$ cat src/rtl/sample_timer_ctrl.sv
// Purpose  : programmable sample-tick timer (period, run/stop, one-shot, sticky expiry + irq).
// Latency  : sample_tick and expired follow the expiring advance by one cycle; irq lags expired by one more.
// Backpress: none; MMIO writes are single-cycle strobes and always accepted.
//
// Ports:
//   clk, rst     - rising-edge clock, synchronous active-high reset
//   cfg_we       - register write strobe (one cycle per write)
//   cfg_addr     - register select: 0 CTRL {irq_en,oneshot,enable}, 1 PERIOD,
//                  2 STATUS {expired} (W1C), 3 COUNT (write clears), 4 PRESCALE, 5-7 reserved
//   cfg_wdata    - write data
//   cfg_rdata    - read data, combinational from cfg_addr
//   sample_tick  - one-cycle pulse per expiry
//   count        - current counter value
//   irq          - registered expired & irq_en
//
// Build option: define SAMPLE_TIMER_PRESCALE_EN to add the 8-bit PRESCALE register at
// address 4. Without it, address 4 reads 0 and the counter advances on every RUN cycle.

module sample_timer_ctrl #(
  parameter int               WIDTH          = 16,
  parameter logic [WIDTH-1:0] DEFAULT_PERIOD = 16'd65000
) (
  input  logic             clk,
  input  logic             rst,
  input  logic             cfg_we,
  input  logic [2:0]       cfg_addr,
  input  logic [WIDTH-1:0] cfg_wdata,
  output logic [WIDTH-1:0] cfg_rdata,
  output logic             sample_tick,
  output logic [WIDTH-1:0] count,
  output logic             irq
);

  typedef enum logic [1:0] {
    IDLE = 2'd0,
    RUN  = 2'd1,
    DONE = 2'd2
  } state_t;

  state_t           state, state_nxt;

  logic             enable, oneshot, irq_en;
  logic [WIDTH-1:0] period;
  logic [WIDTH-1:0] count_q;
  logic             expired;
  logic             tick_q;
  logic             irq_q;

  logic             ctrl_wr, period_wr, status_wr, count_wr;
  logic             enable_nxt;
  logic             pre_wrap;
  logic             advance;
  logic             expire;

  assign ctrl_wr   = cfg_we && (cfg_addr == 3'd0);
  assign period_wr = cfg_we && (cfg_addr == 3'd1);
  assign status_wr = cfg_we && (cfg_addr == 3'd2);
  assign count_wr  = cfg_we && (cfg_addr == 3'd3);

  // Enable as it will be after this cycle, so a CTRL write steers the FSM on the same edge.
  assign enable_nxt = ctrl_wr ? cfg_wdata[0] : enable;

`ifdef SAMPLE_TIMER_PRESCALE_EN
  logic       prescale_wr;
  logic [7:0] prescale;
  logic [7:0] pre_cnt;

  assign prescale_wr = cfg_we && (cfg_addr == 3'd4);
  // >= so lowering PRESCALE below the running prescaler wraps at once instead of rolling over.
  assign pre_wrap    = (pre_cnt >= prescale);

  always_ff @(posedge clk) begin
    if (rst) begin
      prescale <= 8'd0;
      pre_cnt  <= 8'd0;
    end else begin
      if (prescale_wr) begin
        prescale <= cfg_wdata[7:0];
      end
      if ((state != RUN) || (state_nxt != RUN) || count_wr || pre_wrap) begin
        pre_cnt <= 8'd0;
      end else begin
        pre_cnt <= pre_cnt + 8'd1;
      end
    end
  end
`else
  assign pre_wrap = 1'b1;
`endif

  assign advance = (state == RUN) && pre_wrap;
  // A COUNT write wins over the advance: the counter is cleared and that cycle cannot expire.
  assign expire  = advance && !count_wr && (count_q >= period);

  // FSM: state register
  always_ff @(posedge clk) begin
    if (rst) begin
      state <= IDLE;
    end else begin
      state <= state_nxt;
    end
  end

  // FSM: next state
  always_comb begin
    state_nxt = state;
    case (state)
      IDLE: begin
        if (enable_nxt) begin
          state_nxt = RUN;
        end
      end
      RUN: begin
        if (!enable_nxt) begin
          state_nxt = IDLE;
        end else if (expire && oneshot) begin
          state_nxt = DONE;
        end
      end
      DONE: begin
        // Only a fresh CTRL write leaves DONE; enable stays set from the original arm.
        if (ctrl_wr) begin
          state_nxt = cfg_wdata[0] ? RUN : IDLE;
        end
      end
      default: state_nxt = IDLE;
    endcase
  end

  // Registers, counter, flags
  always_ff @(posedge clk) begin
    if (rst) begin
      enable  <= 1'b0;
      oneshot <= 1'b0;
      irq_en  <= 1'b0;
      period  <= DEFAULT_PERIOD;
      count_q <= '0;
      expired <= 1'b0;
      tick_q  <= 1'b0;
      irq_q   <= 1'b0;
    end else begin
      if (ctrl_wr) begin
        irq_en  <= cfg_wdata[2];
        oneshot <= cfg_wdata[1];
        enable  <= cfg_wdata[0];
      end
      if (period_wr) begin
        period <= cfg_wdata;
      end

      // DONE is only entered through an expiry, so the counter is already 0 there and a
      // re-arm naturally restarts from 0.
      if (count_wr || expire) begin
        count_q <= '0;
      end else if (advance) begin
        count_q <= count_q + 1'b1;
      end

      // Expiry set has priority over a simultaneous W1C.
      if (expire) begin
        expired <= 1'b1;
      end else if (status_wr && cfg_wdata[0]) begin
        expired <= 1'b0;
      end

      tick_q <= expire;
      irq_q  <= expired & irq_en;
    end
  end

  // Read mux
  always_comb begin
    cfg_rdata = '0;
    case (cfg_addr)
      3'd0: cfg_rdata[2:0] = {irq_en, oneshot, enable};
      3'd1: cfg_rdata      = period;
      3'd2: cfg_rdata[0]   = expired;
      3'd3: cfg_rdata      = count_q;
`ifdef SAMPLE_TIMER_PRESCALE_EN
      3'd4: cfg_rdata[7:0] = prescale;
`endif
      default: cfg_rdata = '0;
    endcase
  end

  assign sample_tick = tick_q;
  assign count       = count_q;
  assign irq         = irq_q;

endmodule
$ cat config.mk
export PLATFORM = sky130hd
export DESIGN_NAME = sample_timer_ctrl
export DESIGN_NICKNAME = d
export VERILOG_FILES = /design/src/rtl/sample_timer_ctrl.sv
export SDC_FILE = /design/constraint.sdc
export NUM_CORES = 1
export LEC_CHECK = 0
export BUFFER_PORTS_ARGS = -buffer_cell sky130_fd_sc_hd__buf_2
export CORE_ASPECT_RATIO = 0.5
export CORE_UTILIZATION = 43
export DETAILED_ROUTE_END_ITERATION = 7
export HOLD_SLACK_MARGIN = 0.02
export PLACE_DENSITY = 0.75
export SLEW_MARGIN = 25
export SYNTH_ARGS = -nofsm -noshare
export SYNTH_HDL_FRONTEND = slang
export SYNTH_SLANG_ARGS = --single-unit
$ cat constraint.sdc
create_clock -name clk -period 2.7 [get_ports clk]
set_input_delay 0.27 -clock clk [delete_from_list [all_inputs] [get_ports clk]]
set_output_delay 0.27 -clock clk [all_outputs]
set_load 0.01 [all_outputs]
## Yosys cells after proc, flatten, opt, wreduce, memory -nomap -nowiden

Cells that the tools add are included.

| word-level totals | value |
|---|---|
| output and inout port bits | 34 |
| input bits | 22 |
| register bits after elaboration | 40 |
| word-level logic and storage cells | 47 |

| cells by class | value |
|---|---|
| muxes and demuxes | 12 |
| $add $sub $neg | 1 |
| bitwise logic cells | 1 |
| equal/unequal tests | 8 |
| reductions and logical operators | 15 |
| magnitude comparators | 1 |

Operators by type and width:

| cell | count |
|---|---|
| case mux 13 bit (2 select lines) | 1 |
| adder 16 x 1 -> 16 bit, second input constant | 1 |
| >= comparator 16 bit | 1 |
| case mux 2 bit (3 select lines) | 2 |
| logical AND 1 bit | 8 |
| 2-to-1 mux 2 bit | 4 |
| equality test 3 x 2 -> 1 bit, second input constant | 2 |
| 2-to-1 mux 1 bit | 4 |
| inequality test 2 bit, second input constant | 2 |
| case mux 1 bit (4 select lines) | 1 |
| equality test 3 x 1 -> 1 bit, second input constant | 1 |
| zero test 3 bit | 1 |
| inequality test 3 x 2 -> 1 bit, second input constant | 1 |
| AND reduction 3 bit | 1 |
| equality test 2 x 1 -> 1 bit, second input constant | 1 |
| equality test 2 bit, second input constant | 1 |
| zero test 2 bit | 1 |
| nonzero test 2 bit | 1 |
| OR reduction 2 bit | 1 |
| AND 1 bit | 1 |
| zero test 1 bit | 1 |
| logical OR 1 bit | 1 |

## Depth between registers and ports, before layout

Gate-level depths: netlist (run 1).

| depth | value |
|---|---|
| depth after elaboration | 9 |
| mapped depth | 8 |
| gate-level depth less buffers | 7 |

## Worst setup path after synthesis (run 1)

Ideal clock, no wire load.

| timing | value |
|---|---|
| path kind | reg2reg |
| start point | reg count_q[0], in the netlist count[0] |
| end point | reg count_q[6], in the netlist count[6] |
| data required time | 2626 ps |
| library setup time | 74 ps |
| buffers on the path | 1 |
| clock period less this slack | 2024 ps |
| setup slack | 676 ps |
| cell stages (with the launch flop) | 9 |
| arrival | 1951 ps |
| path through | dfxtp_1 -> inv_1 -> ha_1 -> nand2b_4 -> a2111oi_4 -> nand4b_2 -> a41oi_4 -> buf_6 -> nor3_2 |

| between the ends | value |
|---|---|
| word-level cells in the longest chain between the ends | 4 |
| elaborated cells on any way between the ends | 5 |
| those cells by class | add/sub: 1; order compare: 1; reduce/logical: 3 |

RTL lines:

| element | RTL line | RTL |
|---|---|---|
| from (decl) | 44 | `logic [WIDTH-1:0] count_q;` |
| from (signal assigned) | 156 | `count_q <= count_q + 1'b1;` |
| >= comparator 16 bit | 93 | `assign expire = advance && !count_wr && (count_q >= period);` |
| logical AND 1 bit | 93 |  |
| logical OR 1 bit | 153 | `if (count_wr \|\| expire) begin` |
| OR reduction 2 bit (no source line) | - |  |

Several ways; a longest one is shown, not always the timed one.
A chain may end at the register's enable or synchronous reset.

## Final worst setup path (run 1)

| timing | value |
|---|---|
| start point | reg count_q[12], in the netlist count[12] |
| end point | reg tick_q, in the netlist sample_tick |

| between the ends | value |
|---|---|
| word-level cells in the longest chain between the ends | 2 |

RTL lines:

| element | RTL line | RTL |
|---|---|---|
| >= comparator 16 bit | 93 |  |
| logical AND 1 bit | 93 |  |
| to (signal assigned) | 166 | `tick_q <= expire;` |
| to (decl) | 46 | `logic tick_q;` |

Every way passes these cells.

==> metrics.cfg, run 1 <==
[run_status]
status = finished, final reports clean

[global_route]
grt_util_all_layers_pct = 21.1
grt_pass1_vias = 1961
grt.overflow.total = 0
grt_pass1_wl_um = 9140
antenna_found_initial = 0
grt_max_degree = 28

[critical_path]
cp_slowest_stage_delay_ns = 0.71
crit_family = simple AND/OR/NAND/NOR gates
cp_data_arrival_time_ns = 2.59
r2r_start = count[12]
path_buf_inv = 0
r2r-end = sample_tick
cp.required_ns = 2.93
crit_type = reg2reg
path_depth = 6
end_kind = flip-flop
critPathMaxFanout = 19
timing.critical_path.slowest_stage_cell = a41oi_4
path_cells = ha_1 > nand4_1 > nor3_2 > nand4b_2 > a41oi_4 > and2_2
startpoint_type = flip-flop
r2r_cells = 6
reg2reg_slack_ns = 0.34

[clocking]
clk_pin_slew_ns = 0.08
cts_tree = done
htree_num_levels = 2
ctsHoldBuffers = 0
clock_sinks = 40
worstSkewPairLatency_ns = 0.30
cts-root-buf = clkbuf_8
clock_path_buffers = 2
cts_repair_resize_count = 0
cts_setup_buffers = 0
cts_buffers = 5

[layout]
final_common_cell = buf_2
multiInputGateArea_um2 = 1430
nFillCells = 473
fin_nets = 364
seqCellArea_um2 = 801
drive_above_1_share_pct = 25.8
final_cell_mix = 55 x buf_2, 40 x dfxtp_1, 35 x nand2_1
diodes = 0
area_delta_synth_final_pct = 17.9

[synth]
synth-compound-area-share_pct = 11.8
ys_types = 45
synth_area_um2 = 2360
synth_nets = 309
synth_top_family_by_area = simple AND/OR/NAND/NOR gates
synth_seq_area_share_pct = 33.9
synth_area_leaders = dfxtp_1 34%, ha_1 9.0%, mux2i_1 7.6%
synth_top_area_share_pct = 33.9
synth_area_leader_cell = dfxtp_1
yosys_warnings = 0
muxShareOfSynthArea_pct = 8.58
synthAdderAreaFrac_pct = 9.00
synth_seq_cells = 40
synthXorXnorAreaFrac_pct = 5.19
synthCells = 270
synth-simple-area-share_pct = 25.8
avgSynthCellArea_um2 = 8.75

[power_and_ir_drop]
intPower_mw = 0.851
combPwrFrac_pct = 9.5
p_sw_mw = 0.277
power.share.clock_pct = 36.9
power_frac_seq_pct = 53.6
power_mw = 1.13
pwr_density_cell_nw_per_um2 = 405
power.leakage_nw = 1.31
ir_worst_vdd_mv = 0.327
switching_share_pct = 24.6

[timing]
min_period_over_period_pct = 87.3
fin_skew_ns = 0.00921
max_slew_margin_pct = 33.3
finalSetupTns_ns = 0
max_freq_mhz = 424
hold_violations = 0
tightest_slew_ns = 1.00
grt_setup_unrepaired = false
layout_min_cycle_time_ns = 2.36
timing_max_transition_violations_final = 0
setup_viol_count_final = 0

[detailed_routing]
drt_iter0_drc = 83
dr.pass1.iters = 4
num_vias = 2078
drtAntennaViolNets = 0
drt-total-wl_um = 5740
wire_per_inst_um = 14.5
drc = 0
viasPerCell = 5.25

[run]
maxCapViolCount = 0

[floorplanning]
num_rows = 18
io_pins = 56
dieArea_um2 = 5810
core-area_um2 = 5110
die_width_um = 107
die_y_um = 54.4
initial_core_util_pct = 46.2

[min_path]
worstHoldEndpoint = period[11]
hp-start = cfg_wdata[11]
hold_class = in2reg
hold_depth = 3

[placed_design]
globalplace.congestion = 0.831
portBuffers = 55
dp.final_hpwl_um = 4290

[layer usage]
layer  up-vias  global-route usage [%]  routed length, um
li1       1052                       -                  -
met1       967                    27.2               2730
met2        51                    35.2               2590
met3         8                    4.29                326
met4         0                    9.13                 93
met5         -                       0                  0
[tightest hold or removal path, delay by kind of cell]
| family | cells | cell delay [ns] |
|---|---|---|
| simple gates | 1 | 0.04 |
| compound gates | 1 | 0.07 |
| buf+inv | 1 | 0.08 |
[Yosys cell counts (all sizes together)]
cell	number
dfxtp	40
nand2	35
nor2	28
inv	20
nor3	19
mux2i	18
ha	17
a21oi	13
o211ai	11
xnor2	10
buf	8
nand2b	5
and3	4
nand3	4
nand4	4
xor2	4
and2	3
clkbuf	3
a31oi	2
nand4b	2
nor2b	2
nor4b	2
o21ai	2
or3	2
a2111oi	1
a2bb2oi	1
a311oi	1
a31o	1
a32o	1
a41oi	1
and4	1
mux4	1
nand3b	1
o21a	1
o22a	1
or2	1
[cell type report]
class                   count  share of cell area, %
multi-input cells         199                   51.2
well taps                  70                   3.14
repair buffers             59                   11.0
inverters                  20                   2.70
flip-flops and latches     40                   28.8
clock buffers               8                   3.23
[sequential cells by signal, summed over array words and instances, names as in the netlist]
register / cells
irq_en: 1
period: 16
enable: 1
expired: 1
sample_tick: 1
state: 2
irq: 1
oneshot: 1
count: 16
[power by group through the flow]
stage | Clock, mW | Sequential (mW) | Combinational [mW]
2_1_floorplan | 0 | 0.616 | 0.0701
3_3_place_gp | 0 | 0.618 | 0.106
3_5_place_dp | 0 | 0.618 | 0.108
4_1_cts | 0.427 | 0.604 | 0.109
5_1_grt | 0.460 | 0.606 | 0.119
6_report | 0.416 | 0.605 | 0.108
[logic make-up (layout without fill, tap and decap cells)]
logic type,Yosys count,after routing
xor+xnor,14,14
mux,19,19
simple gates,113,113
flops,40,40
compound gates,36,36
buf+inv,31,87
fa+ha+maj,17,17
[worst max-delay path by stage]
stage,slack (ns),endpoint,from
6_report,0.34,sample_tick,count[12]
5_1_grt,0.19,sample_tick,period[12]
4_1_cts,0.36,expired,count[0]
3_5_place_dp,0.38,state[0],count[12]
3_3_place_gp,0.47,expired,count[0]
2_1_floorplan,0.68,count[6],count[0]
[metrics by stage]
stage	std cells	util [%]	setup slack [ns]	cell area [um2]	hold WS, ns
final	396	54.5	0.342	2790	0.194
after global routing	396	54.5	0.190	2790	0.192
after CTS	396	54.5	0.358	2790	0.193
after detailed placement	388	52.7	0.385	2700	0.491
after global placement	388	52.7	0.474	2700	0.463
after floorplan	270	-	0.676	2360	0.406
Power figures use the tool's default switching activity.
==> run 2: changes to the inputs <==
--- a/config.mk
+++ b/config.mk
@@ -10,6 +10,7 @@
 export CORE_UTILIZATION = 43
 export DETAILED_ROUTE_END_ITERATION = 7
 export HOLD_SLACK_MARGIN = 0.02
+export MAX_ROUTING_LAYER = met4
 export PLACE_DENSITY = 0.75
 export SLEW_MARGIN = 25
 export SYNTH_ARGS = -nofsm -noshare
==> run 2 against run 1 <==
  * Core utilization unchanged
  * Non-clock buffer count is the same
  * Total power about the same
  * Clock skew about the same
  * Final cell count stayed put
  * First-iteration DRC count is the same
  * Design area unchanged
  * Die area stayed put
  * Hold slack worse by 0.0020 ns
  * Critical path type unchanged
  * Largest cell class unchanged
  * Largest power group unchanged
==> metrics.cfg, run 2 (synthesis gave the netlist of run 1 again) <==
[run_status]
status = finished, final reports clean  ; unchanged

[layout]
drive_above_1_share_pct = 25.8  ; unchanged
final_area_um2 = 2790  ; unchanged
nFillCells = 473  ; unchanged
fin_nets = 364  ; unchanged
diodes = 0  ; unchanged
final_cell_mix = 55 x buf_2, 40 x dfxtp_1, 35 x nand2_1  ; unchanged
fin_util_pct = 54.5  ; unchanged
final_common_cell = buf_2  ; unchanged
area_delta_synth_final_pct = 17.9  ; unchanged

[timing]
min_period_over_period_pct = 87.6  ; was 87.3%
timing_max_transition_violations_final = 0  ; unchanged
grt_setup_unrepaired = false  ; unchanged
layout_min_cycle_time_ns = 2.37  ; was 2.36 ns
fin_skew_ns = 0.00925  ; was 0.00921 ns
finalSetupTns_ns = 0  ; unchanged
max_freq_mhz = 423  ; was 424 MHz
timing.hold.ws_ns = 0.192  ; was 0.194 ns
fin_ws_ns = 0.334  ; was 0.342 ns
setup_viol_count_final = 0  ; unchanged
tightest_slew_ns = 0.985  ; was 1.00 ns
hold_violations = 0  ; unchanged
max_slew_margin_pct = 34.3  ; was 33.3%

[global_route]
grt_pass1_wl_um = 9140  ; unchanged
grt.overflow.total = 0  ; unchanged
antenna_found_initial = 0  ; unchanged
grt_pass1_vias = 1961  ; unchanged
grt_max_degree = 28  ; unchanged
grt_util_all_layers_pct = 21.7  ; was 21.1%

[floorplanning]
core-area_um2 = 5110  ; unchanged
num_rows = 18  ; unchanged
initial_core_util_pct = 46.2  ; unchanged
io_pins = 56  ; unchanged
die_width_um = 107  ; unchanged
die_y_um = 54.4  ; unchanged
dieArea_um2 = 5810  ; unchanged

[power_and_ir_drop]
ir_worst_vdd_mv = 0.328  ; was 0.327 mV
power.leakage_nw = 1.31  ; unchanged
pwr_density_cell_nw_per_um2 = 405  ; about the same

[critical_path]
startpoint_type = flip-flop  ; unchanged
path_cells = ha_1 > nand4_1 > nor3_2 > nand4b_2 > a41oi_4 > and2_2  ; unchanged
crit_family = simple AND/OR/NAND/NOR gates  ; unchanged
critPathMaxFanout = 19  ; unchanged
timing.critical_path.slowest_stage_cell = a41oi_4  ; unchanged
cp_data_arrival_time_ns = 2.60  ; was 2.59 ns
cp.required_ns = 2.94  ; was 2.93 ns
path_buf_inv = 0  ; unchanged
cp_slowest_stage_delay_ns = 0.72  ; was 0.71 ns
crit_type = reg2reg  ; unchanged
end_kind = flip-flop  ; unchanged

[detailed_routing]
drtAntennaViolNets = 0  ; unchanged
dr.pass1.iters = 4  ; unchanged
drc = 0  ; unchanged
viasPerCell = 5.33  ; was 5.25
drt-total-wl_um = 5790  ; was 5740 um
wire_per_inst_um = 14.6  ; was 14.5 um
drt_iter0_drc = 83  ; unchanged
num_vias = 2112  ; was 2078

[min_path]
hold_class = in2reg  ; unchanged

[clocking]
worstSkewPairLatency_ns = 0.30  ; about the same
clock_sinks = 40  ; unchanged
clk_pin_slew_ns = 0.08  ; about the same
cts-root-buf = clkbuf_8  ; unchanged
cts_buffers = 5  ; unchanged
ctsHoldBuffers = 0  ; unchanged
htree_num_levels = 2  ; unchanged
cts_setup_buffers = 0  ; unchanged
cts_tree = done  ; unchanged
cts_repair_resize_count = 0  ; unchanged
clock_path_buffers = 2  ; unchanged

[placed_design]
globalplace.congestion = 0.844  ; was 0.831
dp.final_hpwl_um = 4290  ; unchanged
pre_cts_ws_ns = 0.385  ; unchanged
placed_area_um2 = 2700  ; unchanged
portBuffers = 55  ; unchanged

[run]
maxCapViolCount = 0  ; unchanged

run 2: cell counts in the layout (fill, tap and decap cells not counted):
No cell type changed its count.
run 2: report_power, final:
group          switching [mW]  leakage (nW)  total, mW  internal, mW
Sequential            0.00649         0.324      0.605         0.598
Combinational          0.0642         0.944      0.108        0.0441
Clock                   0.207        0.0455      0.416         0.209
run 2: worst paths after layout:
check                                   start     endpoint  slack, ns  cells after the start
worst max-delay path                count[12]  sample_tick       0.33                      6
worst min-delay path            cfg_wdata[11]   period[11]       0.19                      3
worst max register to register      count[12]  sample_tick       0.33                      6
worst min register to register      period[2]    period[2]       0.50                      2
run 2: metrics by stage:
stage / total power, mW / cells
finish: 1.13 / 396
global route: 1.18 / 396
CTS: 1.14 / 396
detailed placement: 0.727 / 388
global placement: 0.724 / 388
floorplan: 0.687 / 270
run 2: layout make-up:
type | count | area (um2) | share of cell area [%]
clock buffer | 8 | 90.1 | 3.23
timing repair buffer | 59 | 305 | 11.0
inverter | 20 | 75.1 | 2.70
multi-input combinational | 199 | 1430 | 51.2
sequential | 40 | 801 | 28.8
tap | 70 | 87.6 | 3.14
run 2: layer usage:
metal | GRT usage [%] | routed length, um | share of wire (%)
met1 | 27.3 | 2790 | 48
met2 | 35.2 | 2590 | 45
met3 | 4.17 | 295 | 5.1
met4 | 9.13 | 121 | 2.1
met5 | - | 0 | 0
run 2: worst register-to-register path, stage by stage (launching register included):
cell and delay [ns]:
dfxtp_1 0.39, ha_1 0.34, nand4_1 0.14, nor3_2 0.27
nand4b_2 0.17, a41oi_4 0.72, and2_2 0.28
==> run 3: changes to the inputs <==
--- a/config.mk
+++ b/config.mk
@@ -5,13 +5,14 @@
 export SDC_FILE = /design/constraint.sdc
 export NUM_CORES = 1
 export LEC_CHECK = 0
+export ABC_AREA = 1
 export BUFFER_PORTS_ARGS = -buffer_cell sky130_fd_sc_hd__buf_2
 export CORE_ASPECT_RATIO = 0.5
 export CORE_UTILIZATION = 43
 export DETAILED_ROUTE_END_ITERATION = 7
 export HOLD_SLACK_MARGIN = 0.02
 export MAX_ROUTING_LAYER = met4
-export PLACE_DENSITY = 0.75
+export PLACE_DENSITY = 0.76
 export SLEW_MARGIN = 25
 export SYNTH_ARGS = -nofsm -noshare
 export SYNTH_HDL_FRONTEND = slang
==> run 3 against run 2 <==
  * Via count is 4.4% higher
  * Core utilization down 0.79 points
  * Maximum frequency rose by 22%
  * Total power fell by 2.2%
  * Hold slack worse by 0.012 ns
  * Synthesized cell count grew 14%
  * First-iteration DRC count down 1.2%
  * Clock power decreased by 6.7%
  * Clock skew shrank 0.0043 ns
  * Final cell count is 9.6% higher
  * Sequential share of layout area is 0.95 points higher
  * Count of clock-buffer cells in the layout fell by 2
==> metrics.cfg, run 3 <==
[layout]
final_common_cell = nand2_1  ; was buf_2
instances_no_fill = 434  ; was 396
final_cell_mix = 69 x nand2_1, 55 x buf_2, 53 x inv_1  ; was 55 x buf_2, 40 x dfxtp_1, 35 x nand2_1
final_area_um2 = 2700  ; was 2790 um2
fin_nets = 403  ; was 364
diodes = 0  ; unchanged
drive_above_1_share_pct = 22.3  ; was 25.8%
fin_util_pct = 53.7  ; was 54.5%
area_delta_synth_final_pct = 18.0  ; was 17.9%

[synth]
synth_seq_area_share_pct = 35.0  ; was 33.9%
synth_nets = 347  ; was 309
synth-edff-count = 0  ; unchanged
synth_area_um2 = 2280  ; was 2360 um2
synthCells = 308  ; was 270
yosys_warnings = 0  ; unchanged
synth_seq_cells = 40  ; unchanged
yosysMostFrequentCell = nand2_1  ; was dfxtp_1
synth_area_leaders = dfxtp_1 35%, nand2_1 11%, ha_1 9.3%  ; was dfxtp_1 34%, ha_1 9.0%, mux2i_1 7.6%
synth_area_leader_cell = dfxtp_1  ; unchanged
yosys_most_used_dff = dfxtp_1  ; unchanged
synth_top_area_share_pct = 35.0  ; was 33.9%
ys_types = 29  ; was 45
synthArstFlopShare_pct = 0  ; unchanged
avgSynthCellArea_um2 = 7.42  ; was 8.75 um2
synth.top_cells.by_count = 69 x nand2_1, 53 x inv_1, 40 x dfxtp_1  ; was 40 x dfxtp_1, 35 x nand2_1, 28 x nor2_1

[detailed_routing]
num_vias = 2205  ; was 2112
wire_per_inst_um = 12.5  ; was 14.6 um
dr.pass1.iters = 4  ; unchanged
drc = 0  ; unchanged
drt-total-wl_um = 5430  ; was 5790 um
viasPerCell = 5.08  ; was 5.33
drt_iter0_drc = 82  ; was 83
drtAntennaViolNets = 0  ; unchanged

[timing]
finalSetupTns_ns = 0  ; unchanged
fin_skew_ns = 0.00493  ; was 0.00925 ns
layout_min_cycle_time_ns = 1.95  ; was 2.37 ns
timing_max_transition_violations_final = 0  ; unchanged
tightest_slew_ns = 0.640  ; was 0.985 ns
min_period_over_period_pct = 72.1  ; was 87.6%
fin_ws_ns = 0.754  ; was 0.334 ns
setup_viol_count_final = 0  ; unchanged
grt_setup_unrepaired = false  ; unchanged
hold_violations = 0  ; unchanged
max_freq_mhz = 514  ; was 423 MHz
max_slew_margin_pct = 57.3  ; was 34.3%

[critical_path]
critPathMaxFanout = 16  ; was 19
startpoint_type = input pin  ; was flip-flop
crit_type = in2out  ; was reg2reg
cp.required_ns = 2.43  ; was 2.94 ns
cp_data_arrival_time_ns = 1.68  ; was 2.60 ns
end_kind = output port  ; was flip-flop

[clocking]
cts_buffers = 5  ; unchanged
cts-root-buf = clkbuf_8  ; unchanged
cts_tree = done  ; unchanged
clock_sinks = 40  ; unchanged
cts_repair_resize_count = 0  ; unchanged
clk_pin_slew_ns = 0.08  ; about the same
htree_num_levels = 2  ; unchanged
clock_path_buffers = 2  ; unchanged
worstSkewPairLatency_ns = 0.30  ; about the same
cts_setup_buffers = 0  ; unchanged
ctsHoldBuffers = 0  ; unchanged

[global_route]
grt.overflow.total = 0  ; unchanged
grt_pass1_wl_um = 8890  ; was 9140 um
grt_max_degree = 23  ; was 28
antenna_found_initial = 0  ; unchanged
grt_pass1_vias = 2044  ; was 1961
grt_util_all_layers_pct = 21.4  ; was 21.7%

[power_and_ir_drop]
power.leakage_nw = 1.33  ; was 1.31 nW
pwr_density_cell_nw_per_um2 = 409  ; was 405 nW/um2
ir_worst_vdd_mv = 0.189  ; was 0.328 mV

[placed_design]
placedCellCount = 427  ; was 388
portBuffers = 55  ; unchanged
placed_area_um2 = 2620  ; was 2700 um2
dp.final_hpwl_um = 4270  ; was 4290 um
globalplace.congestion = 0.893  ; was 0.844
pre_cts_ws_ns = 0.800  ; was 0.385 ns

[run_status]
status = finished, final reports clean  ; unchanged

[floorplanning]
num_rows = 18  ; unchanged
dieArea_um2 = 5630  ; was 5810 um2
core-area_um2 = 5020  ; was 5110 um2
initial_core_util_pct = 45.5  ; was 46.2%
die_width_um = 105  ; was 107 um
io_pins = 56  ; unchanged
die_y_um = 53.5  ; was 54.4 um

[run]
maxCapViolCount = 0  ; unchanged

[min_path]
hold_class = in2reg  ; unchanged

run 3: cell count changes after synthesis, moves of 4 or more:
| cell | delta |
|---|---|
| nand2_1 | +34 |
| inv_1 | +33 |
| mux2i_1 | -18 |
| o22ai_1 | +13 |
| nor3_2 | -11 |
| o21ai_0 | +10 |
| xnor2_1 | -9 |
| nor2_1 | -8 |
| a21oi_1 | +7 |
| nand2_2 | +5 |
| and3_1 | -4 |
| nand2b_1 | -4 |
| nor3_1 | -4 |
| xor2_1 | +4 |
run 3: stage by stage:
step | power [mW] | hold slack, ns
floorplan | 0.687 | 0.339
detailed placement | 0.729 | 0.461
CTS | 1.10 | 0.181
finish | 1.10 | 0.181
global route | 1.15 | 0.185
global placement | 0.724 | 0.455
run 3: final timing paths:
path / cells past startpoint / slack [ns] / to / start
setup reg to reg: 12 / 0.76 / count[9] / count[7]
setup / recovery: 5 / 0.75 / cfg_rdata[2] / cfg_addr[1]
hold reg to reg: 2 / 0.47 / irq / expired
hold / removal: 3 / 0.18 / period[3] / cfg_wdata[3]
run 3: cells by family (layout without fill, tap and decap cells):
family                   after synthesis  count (layout)  synth area share (%)
flip-flops                            40              40                  35.0
buffers and inverters                 61             117                  10.5
AND/OR/NAND/NOR                      120             120                  25.5
AO/OA/AOI/OAI                         61              61                  16.2
adder cells (fa/ha/maj)               17              17                  9.31
XOR/XNOR                               9               9                  3.45
run 3: critical path, stage by stage:
cell and delay (ns):
buf_2 0.13, nor2_1 0.27, nand2_1 0.45, o221ai_1 0.38
buf_2 0.18
run 3: power by group:
group          leakage, nW  total, mW  internal [mW]  switching [mW]
logic                0.966      0.110         0.0391          0.0710
clock network       0.0410      0.388          0.176           0.212
registers            0.324      0.606          0.601         0.00527
total                 1.33       1.10          0.816           0.288
run 3: layer usage:
| layer | track usage (%) | share of wire [%] |
|---|---|---|
| met4 | 9.86 | 2.5 |
| met1 | 23.9 | 44 |
| met5 | - | 0 |
| met3 | 5.08 | 5.8 |
| met2 | 37.9 | 47 |
run 3: layout make-up:
| class | count | area (um2) |
|---|---|---|
| Clock buffer | 6 | 72.6 |
| Clock inverter | 1 | 5.00 |
| Fill cell | 481 | 2330 |
| Inverter | 54 | 203 |
| Multi-Input combinational cell | 207 | 1240 |
| Sequential cell | 40 | 801 |
| Tap cell | 70 | 87.6 |
| Timing Repair Buffer | 56 | 283 |
